### config.mk
export PLATFORM = sky130hd
export DESIGN_NAME = vec_stream_buffer
export DESIGN_NICKNAME = d
export VERILOG_FILES = /design/src/rtl/vec_buf_pkg.sv /design/src/rtl/vec_buf_mem.sv /design/src/rtl/vec_stream_buffer.sv
export SDC_FILE = /design/constraint.sdc
export NUM_CORES = 1
export LEC_CHECK = 0
export BUFFER_PORTS_ARGS = -buffer_cell sky130_fd_sc_hd__buf_2
export CORE_MARGIN = 5
export CORE_UTILIZATION = 35
export DETAILED_ROUTE_END_ITERATION = 7
export PLACE_DENSITY_LB_ADDON = 0.3
export RECOVER_POWER = 50
export SYNTH_ARGS = -nofsm -noshare
export SYNTH_HDL_FRONTEND = slang
export SYNTH_HIERARCHICAL = 1
export SYNTH_SLANG_ARGS = --single-unit
### constraint.sdc
create_clock -name clk_in -period 2.5 [get_ports clk_in]
set_input_delay 0.25 -clock clk_in [delete_from_list [all_inputs] [get_ports clk_in]]
set_output_delay 0.25 -clock clk_in [all_outputs]
set_load 0.05 [all_outputs]
### src/rtl/vec_buf_pkg.sv
// Shared types and sizing helpers for the vector stream buffer.
package vec_buf_pkg;

    typedef logic [7:0] byte_t;

    // Number of beats needed to move elems bytes at per bytes per beat.
    function automatic int chunks(int elems, int per);
        return elems / per;
    endfunction

    // Pointer width for n distinct values; never narrower than one bit.
    function automatic int ptr_w(int n);
        return (n > 1) ? $clog2(n) : 1;
    endfunction

endpackage

### src/rtl/vec_buf_mem.sv
// Byte-addressed simple dual-port storage: multi-lane write, registered multi-lane read.
module vec_buf_mem
    import vec_buf_pkg::*;
#(
    parameter int unsigned Size          = 16,
    parameter int unsigned BytesPerWrite = 1,
    parameter int unsigned BytesPerRead  = 2,
    parameter int unsigned AddrW         = 4
) (
    input  logic                           clk_in,
    input  logic                           rst_in,
    input  logic                           we,
    input  logic [AddrW-1:0]               waddr,
    input  logic [BytesPerWrite-1:0][7:0]  wdata,
    input  logic                           re,
    input  logic [AddrW-1:0]               raddr,
    output logic [BytesPerRead-1:0][7:0]   rdata
);

    byte_t mem [Size];

    // Storage is deliberately not reset; only the read register is.
    always_ff @(posedge clk_in) begin
        if (we) begin
            for (int i = 0; i < int'(BytesPerWrite); i++) begin
                mem[waddr + AddrW'(i)] <= wdata[i];
            end
        end
    end

    // Registered read port; holds its value when no read is issued.
    always_ff @(posedge clk_in or negedge rst_in) begin
        if (!rst_in) begin
            rdata <= '0;
        end else if (re) begin
            for (int i = 0; i < int'(BytesPerRead); i++) begin
                rdata[i] <= mem[raddr + AddrW'(i)];
            end
        end
    end

endmodule

### src/rtl/vec_stream_buffer.sv
// Multi-vector stream buffer: producer fills whole vectors, consumer re-reads and pops the head.
module vec_stream_buffer
    import vec_buf_pkg::*;
#(
    parameter int unsigned VecElements   = 8,
    parameter int unsigned BytesPerWrite = 1,
    parameter int unsigned BytesPerRead  = 2,
    parameter int unsigned Depth         = 2
) (
    input  logic                            clk_in,
    input  logic                            rst_in,
    input  logic                            wr_en,
    input  logic [BytesPerWrite-1:0][7:0]   wr_data,
    input  logic                            rd_en,
    output logic [BytesPerRead-1:0][7:0]    rd_data,
    output logic                            rd_valid,
    output logic                            rd_last,
    input  logic                            wrap_rd,
    input  logic                            pop_vec,
    output logic                            full,
    output logic                            empty,
    output logic [$clog2(Depth+1)-1:0]      vec_count
);

    localparam int unsigned WrChunks = chunks(VecElements, BytesPerWrite);
    localparam int unsigned RdChunks = chunks(VecElements, BytesPerRead);
    localparam int unsigned Size     = Depth * VecElements;
    localparam int unsigned VW       = ptr_w(Depth);
    localparam int unsigned WCW      = ptr_w(WrChunks);
    localparam int unsigned RCW      = ptr_w(RdChunks);
    localparam int unsigned AW       = ptr_w(Size);
    localparam int unsigned CW       = $clog2(Depth + 1);

    if (VecElements % BytesPerWrite != 0) begin : g_chk_wr
        $error("VecElements must be a multiple of BytesPerWrite");
    end
    if (VecElements % BytesPerRead != 0) begin : g_chk_rd
        $error("VecElements must be a multiple of BytesPerRead");
    end
    if (Depth < 1) begin : g_chk_depth
        $error("Depth must be at least 1");
    end

    logic [VW-1:0]  wr_vec_q, wr_vec_d, rd_vec_q, rd_vec_d;
    logic [WCW-1:0] wr_chunk_q, wr_chunk_d;
    logic [RCW-1:0] rd_chunk_q, rd_chunk_d;
    logic [CW-1:0]  count_q, count_d;
    logic           rd_valid_q, rd_valid_d, rd_last_q, rd_last_d;
    logic           wr_acc, commit, pop_acc, rd_acc;
    logic [AW-1:0]  wr_addr, rd_addr;

    // Flags come purely from the registered count.
    assign full      = (count_q == CW'(Depth));
    assign empty     = (count_q == '0);
    assign vec_count = count_q;
    assign rd_valid  = rd_valid_q;
    assign rd_last   = rd_last_q;

    assign wr_acc  = wr_en && !full;
    assign commit  = wr_acc && (wr_chunk_q == WCW'(WrChunks - 1));
    assign pop_acc = pop_vec && !empty;
    assign rd_acc  = rd_en && !empty && !wrap_rd && !pop_vec;

    assign wr_addr = AW'(wr_vec_q) * AW'(VecElements) + AW'(wr_chunk_q) * AW'(BytesPerWrite);
    assign rd_addr = AW'(rd_vec_q) * AW'(VecElements) + AW'(rd_chunk_q) * AW'(BytesPerRead);

    // Next-state for pointers, count and read qualifiers; pop beats wrap beats read.
    always_comb begin
        wr_vec_d   = wr_vec_q;
        wr_chunk_d = wr_chunk_q;
        rd_vec_d   = rd_vec_q;
        rd_chunk_d = rd_chunk_q;
        count_d    = count_q;
        rd_valid_d = rd_acc;
        rd_last_d  = rd_last_q;

        if (wr_acc) begin
            if (commit) begin
                wr_chunk_d = '0;
                wr_vec_d   = (wr_vec_q == VW'(Depth - 1)) ? '0 : wr_vec_q + VW'(1);
            end else begin
                wr_chunk_d = wr_chunk_q + WCW'(1);
            end
        end

        if (pop_acc) begin
            rd_vec_d   = (rd_vec_q == VW'(Depth - 1)) ? '0 : rd_vec_q + VW'(1);
            rd_chunk_d = '0;
        end else if (wrap_rd) begin
            rd_chunk_d = '0;
        end else if (rd_acc) begin
            rd_last_d  = (rd_chunk_q == RCW'(RdChunks - 1));
            rd_chunk_d = rd_last_d ? '0 : rd_chunk_q + RCW'(1);
        end

        if (commit && !pop_acc) begin
            count_d = count_q + CW'(1);
        end else if (pop_acc && !commit) begin
            count_d = count_q - CW'(1);
        end
    end

    // State register; reset discards any partially written vector.
    always_ff @(posedge clk_in or negedge rst_in) begin
        if (!rst_in) begin
            wr_vec_q   <= '0;
            wr_chunk_q <= '0;
            rd_vec_q   <= '0;
            rd_chunk_q <= '0;
            count_q    <= '0;
            rd_valid_q <= 1'b0;
            rd_last_q  <= 1'b0;
        end else begin
            wr_vec_q   <= wr_vec_d;
            wr_chunk_q <= wr_chunk_d;
            rd_vec_q   <= rd_vec_d;
            rd_chunk_q <= rd_chunk_d;
            count_q    <= count_d;
            rd_valid_q <= rd_valid_d;
            rd_last_q  <= rd_last_d;
        end
    end

    vec_buf_mem #(
        .Size          (Size),
        .BytesPerWrite (BytesPerWrite),
        .BytesPerRead  (BytesPerRead),
        .AddrW         (AW)
    ) u_mem (
        .clk_in (clk_in),
        .rst_in (rst_in),
        .we     (wr_acc),
        .waddr  (wr_addr),
        .wdata  (wr_data),
        .re     (rd_acc),
        .raddr  (rd_addr),
        .rdata  (rd_data)
    );

endmodule

# == Yosys cells after proc, flatten, opt, wreduce, memory -nomap -nowiden ==
# Memories as Yosys holds them, arrays and structs flattened. A register that Yosys moved wholly into a read port is not among the register bits.
# Cells that the tools add are included.
# word_totals
wordCells,54
ram_bits,128
in_bits,14
regBits,11
mem_count,1
# classes
addsub,9
mux,11
n_reduce_logical,21
n_eq_ne,3
bitwise_logic,2
# memory_table
name,depth,word_bits,read_ports,rd_ports_with_merged_regs,wr,line_no,text
u_mem.mem,16,8,2,2,1,vec_buf_mem.sv:20,byte_t mem [Size];
# ops
cell,n
2-bit 2-to-1 mux,6
4-bit by 3-bit adder with 4-bit output,2
1-bit logical AND,8
1-bit logical NOT,8
"2-bit by 1-bit adder with 2-bit output, second input constant",2
"4-bit by 1-bit adder with 4-bit output, second input constant",1
"2-bit equality test, second input constant",2
1-bit 2-to-1 mux,4
"3-bit by 1-bit adder with 3-bit output, second input constant",1
"3-bit equality test, second input constant",1
3-bit 2-to-1 mux,1
3-bit AND reduction,1
3-bit nonzero test,1
"1-bit adder, second input constant",2
2-bit logical NOT,1
1-bit NOT,2
2-bit AND reduction,1
2-bit nonzero test,1
"2-bit by 1-bit subtractor with 2-bit output, second input constant",1

# == Depth between registers and ports, before layout ==
# depth
ltp_word,8
depth_mapped,7
mapped_depth_nobuf,7

# == Hierarchy ==
# The synthesis kept the hierarchy.
# by_module_without_submodules
module,cells_per_inst,area_per_inst_um2,seq_area_each_um2,instances
vec_buf_mem,406,6759.0,4244.1,1
vec_stream_buffer,46,535.5,275.3,1

# == Worst setup path after synthesis ==
# No wires, ideal clock.
# synth_path
path_type,flip-flop to flip-flop
startpoint,register count_q[0] (netlist: vec_count[0])
endpoint,"memory u_mem/mem[0][0] in the netlist's numbering, enable pin"
period_less_slack_ps,2633
t_arrival_ps,2249
required_time_ps,2117
stages_incl_launch_ff,6
n_path_buf,0
setup_slack_ps,-133
cell_sequence,dfrtp_1 nand2b_1 nand2_1 inv_1 or3b_2 nor3_1
# synth_via
elab_chain_cells,5
# synth_lines
element,line_no,text
"start, declared",vec_stream_buffer.sv:47,"logic [CW-1:0] count_q, count_d;"
"start signal, assigned",vec_stream_buffer.sv:118,count_q <= count_d;
2-bit equality test,vec_stream_buffer.sv:53,assign full = (count_q == CW'(Depth));
1-bit logical NOT,vec_stream_buffer.sv:59,assign wr_acc = wr_en && !full;
1-bit logical AND,vec_stream_buffer.sv:59,
named net wr_acc,vec_stream_buffer.sv:49,"logic wr_acc, commit, pop_acc, rd_acc;"
1-bit 2-to-1 mux,vec_buf_mem.sv:24,if (we) begin
1-bit 2-to-1 mux (implied by the code),vec_buf_mem.sv:26,mem[waddr + AddrW'(i)] <= wdata[i];
"end, declared",vec_buf_mem.sv:20,
# The timed path passes the listed nets, and every way through them passes these cells.

# == Worst setup path in the final report ==
# layout_path
startpoint,register count_q[0] (netlist: vec_count[0])
endpoint,"memory u_mem/mem[3][1] in the netlist's numbering, enable pin"
# The elaborated chain is that of the path after synthesis.

==> impl_metrics.json <==
{
  "status": "complete, but fails checks",
  "violations": "max-capacitance violations, max-slew violations",
  "rrSetupSlack_ns": 0.27,
  "synth_xor_area_share_pct": 1.17,
  "cts.sink_count": 155,
  "grt_pass1_vias": 4562,
  "finalSetupTns_ns": 0,
  "yosysSeqAreaShare_pct": 62.0,
  "detail_route.wl_per_cell_um": 23.3,
  "synthAdderAreaFrac_pct": 0.858,
  "yosys-top-cells-area": "edfxtp_1, dfrtp_1, mux4_2",
  "antenna_cells": 0,
  "whs_ns": 0.0547,
  "maxCapViolCount": 1,
  "r2r_start": "vec_count[0]$_DFFE_PN0P_",
  "ys.flop_type": "edfxtp_1",
  "fillers": 1833,
  "tritoncts": "yes",
  "die_h_um": 154,
  "max_clock_freq_mhz": 448,
  "path_delay_family": "simple AND/OR/NAND/NOR gates",
  "setup-violations-final": 0,
  "fin_crit_sh_pct": 89.2,
  "cp_max_fo": 7,
  "dr.first_iter.drc_count": 429,
  "fin_crit_ns": 2.23,
  "synth.area.mux_share_pct": 22.3,
  "io_buffer_count": 35,
  "die-area_um2": 23800,
  "dr_total_vias": 4347,
  "synth_top_area_share_pct": 52.7,
  "clk_path_buf_depth": 2,
  "worst-path-buf-inv": 2,
  "core_um2": 20400,
  "row_count": 52,
  "ir_drop_v": 0.000388,
  "skew_ns": 0.00808,
  "total_leakage_power_nw": 2.94,
  "drive_above_1_share_pct": 29.0,
  "synth.avg_cell_area_um2": 16.1,
  "num_io_pins": 36,
  "synth_cells": 452,
  "cts_made_buffers": 17,
  "yosysTopAreaCell": "edfxtp_1",
  "overflow": 0,
  "ys_async_sr_fraction_pct": 17.4,
  "synth_top_family_by_area": "multiplexers",
  "rsz0062_at_grt": "false",
  "critPathMaxStageDelay_ns": 0.51,
  "grt_first_pass_wirelength_um": 28100,
  "cp_cell_sequence": "nand2b_1 -> nand2_1 -> inv_1 -> or3b_2 -> nor2_1 -> buf_4",
  "grt_max_degree": 46,
  "ys_types": 47,
  "cts_setup_buffers": 0,
  "cp.arrival_ns": 2.35,
  "yosysMostFrequentCell": "edfxtp_1",
  "synth-simple-area-share_pct": 5.03,
  "synth_edf_count": 128,
  "ant_nets": 0,
  "drc": 0,
  "routed_via_density": 5.40,
  "netlist_area_um2": 7290,
  "wirelength_um": 18800,
  "die_w_um": 154,
  "final-hold-violation-count": 0,
  "grtUsageTotal_pct": 16.0,
  "power.density_nw_per_um2": 980,
  "antenna_found_initial": 0,
  "synthTopCellsByCount": "edfxtp_1, mux2_2, mux2i_1, dfrtp_1, mux4_2",
  "worstSetupPathType": "reg -> reg",
  "max-slew-margin-rel_pct": -16.7,
  "htree_num_levels": 4,
  "cts.clk_slew.worst_paths_ns": 0.06,
  "initial_core_util_pct": 35.8,
  "cts_root_buf": "clkbuf_16",
  "cts_resized": 0,
  "crit_path_start": "vec_count[0]$_DFFE_PN0P_",
  "power_mw": 8.35,
  "place_ws_ns": 0.292,
  "firstDrtPassIters": 4,
  "clock_latency_ns": 0.42,
  "critPathSlowestCell": "or3b_2",
  "fin_ws_ns": 0.270,
  "fin_nets": 541,
  "dpl_cell_area_um2": 8000,
  "min_path_type": "in -> reg",
  "start_kind": "register",
  "yosys_warnings": 6,
  "gp_congestion": 0.812,
  "hold_start": "wrap_rd",
  "worstMarginPinSlew_ns": 1.75,
  "syn_to_final_growth_pct": 16.8,
  "synth_seq_cells": 155,
  "synth-compound-area-share_pct": 6.35,
  "dp_hpwl_um": 12500,
  "endpoint_kind": "register",
  "maxSlewViolCount": 28,
  "crit_required_ns": 2.62,
  "fin_area_um2": 8520
}
cells in the final DEF (no fill, tap or decap), drive strengths merged, types with 13 or more instances in the layout:
cell	count
nor2	18
mux2	48
mux2i	32
nor2b	13
buf	49
edfxtp	128
dfrtp	27
clkbuf	38
mux4	33
nand2	20
power breakdown:
group          switching (mW)  internal, mW  total [mW]
clock network            1.01          1.36        2.36
logic                    1.61         0.911        2.53
registers               0.272          3.19        3.47
area by class of cell:
type / count / area [um2] / area share, %
inverters: 12 / 45.0 / 0.529
clock inverters: 13 / 103 / 1.20
well taps: 270 / 338 / 3.96
repair buffers: 69 / 434 / 5.09
multi-input cells: 267 / 2650 / 31.1
flip-flops and latches: 155 / 4520 / 53.0
clock buffers: 19 / 433 / 5.08
metal layers:
layer / part of all wire (%) / global-route usage, % / up-vias
li1: - / - / 1949
met1: 40 / 20.2 / 2247
met2: 52 / 27.6 / 134
met3: 6.2 / 3.27 / 17
met4: 1.8 / 5.42 / 0
met5: 0 / 0 / -
final timing paths:
| check | cells past startpoint | to |
|---|---|---|
| max reg2reg | 6 | u_mem/mem[3][1]$_DFFE_PP_ |
| max in group asynchronous | 2 | rd_chunk_q[0]$_DFFE_PN0P_ |
| max | 6 | u_mem/mem[3][1]$_DFFE_PP_ |
| min | 2 | rd_chunk_q[0]$_DFFE_PN0P_ |
| min reg2reg | 1 | rd_last$_DFFE_PN0P_ |
| min in group asynchronous | 2 | rd_valid$_DFF_PN0_ |
sequential cells by signal, summed over array words and instances (netlist names):
name         count
u_mem/mem      128
u_mem/rdata     16
wr_chunk_q       3
rd_chunk_q       2
vec_count        2
rd_last          1
rd_valid         1
rd_vec_q         1
wr_vec_q         1
timing repair:
| action | CTS | global route |
|---|---|---|
| hold buffers | 1 | 0 |
| endpoints found under the hold margin | 27 | 0 |
| endpoints found under the setup margin | 0 | 0 |
logic make-up (layout without fill, tap and decap cells):
logic type	count (synthesis)	in the layout
other cells	1	6
flops	155	155
simple gates	73	73
compound gates	62	62
xor+xnor	8	8
mux	113	113
fa+ha+maj	5	5
buf+inv	35	113
worst register-to-register path, delay by kind of cell, from the launching register on:
family	cells	cell delay, ns
flip-flops	1	0.48
buffers and inverters	2	0.37
AND/OR/NAND/NOR	4	1.09
per-stage QoR:
| step | util, % | cells |
|---|---|---|
| after floorplan | - | 457 |
| after global placement | 39.3 | 772 |
| after detailed placement | 39.3 | 772 |
| after CTS | 42.0 | 805 |
| after global routing | 41.8 | 805 |
| final | 41.8 | 805 |
(Power assumes the default switching activity.)
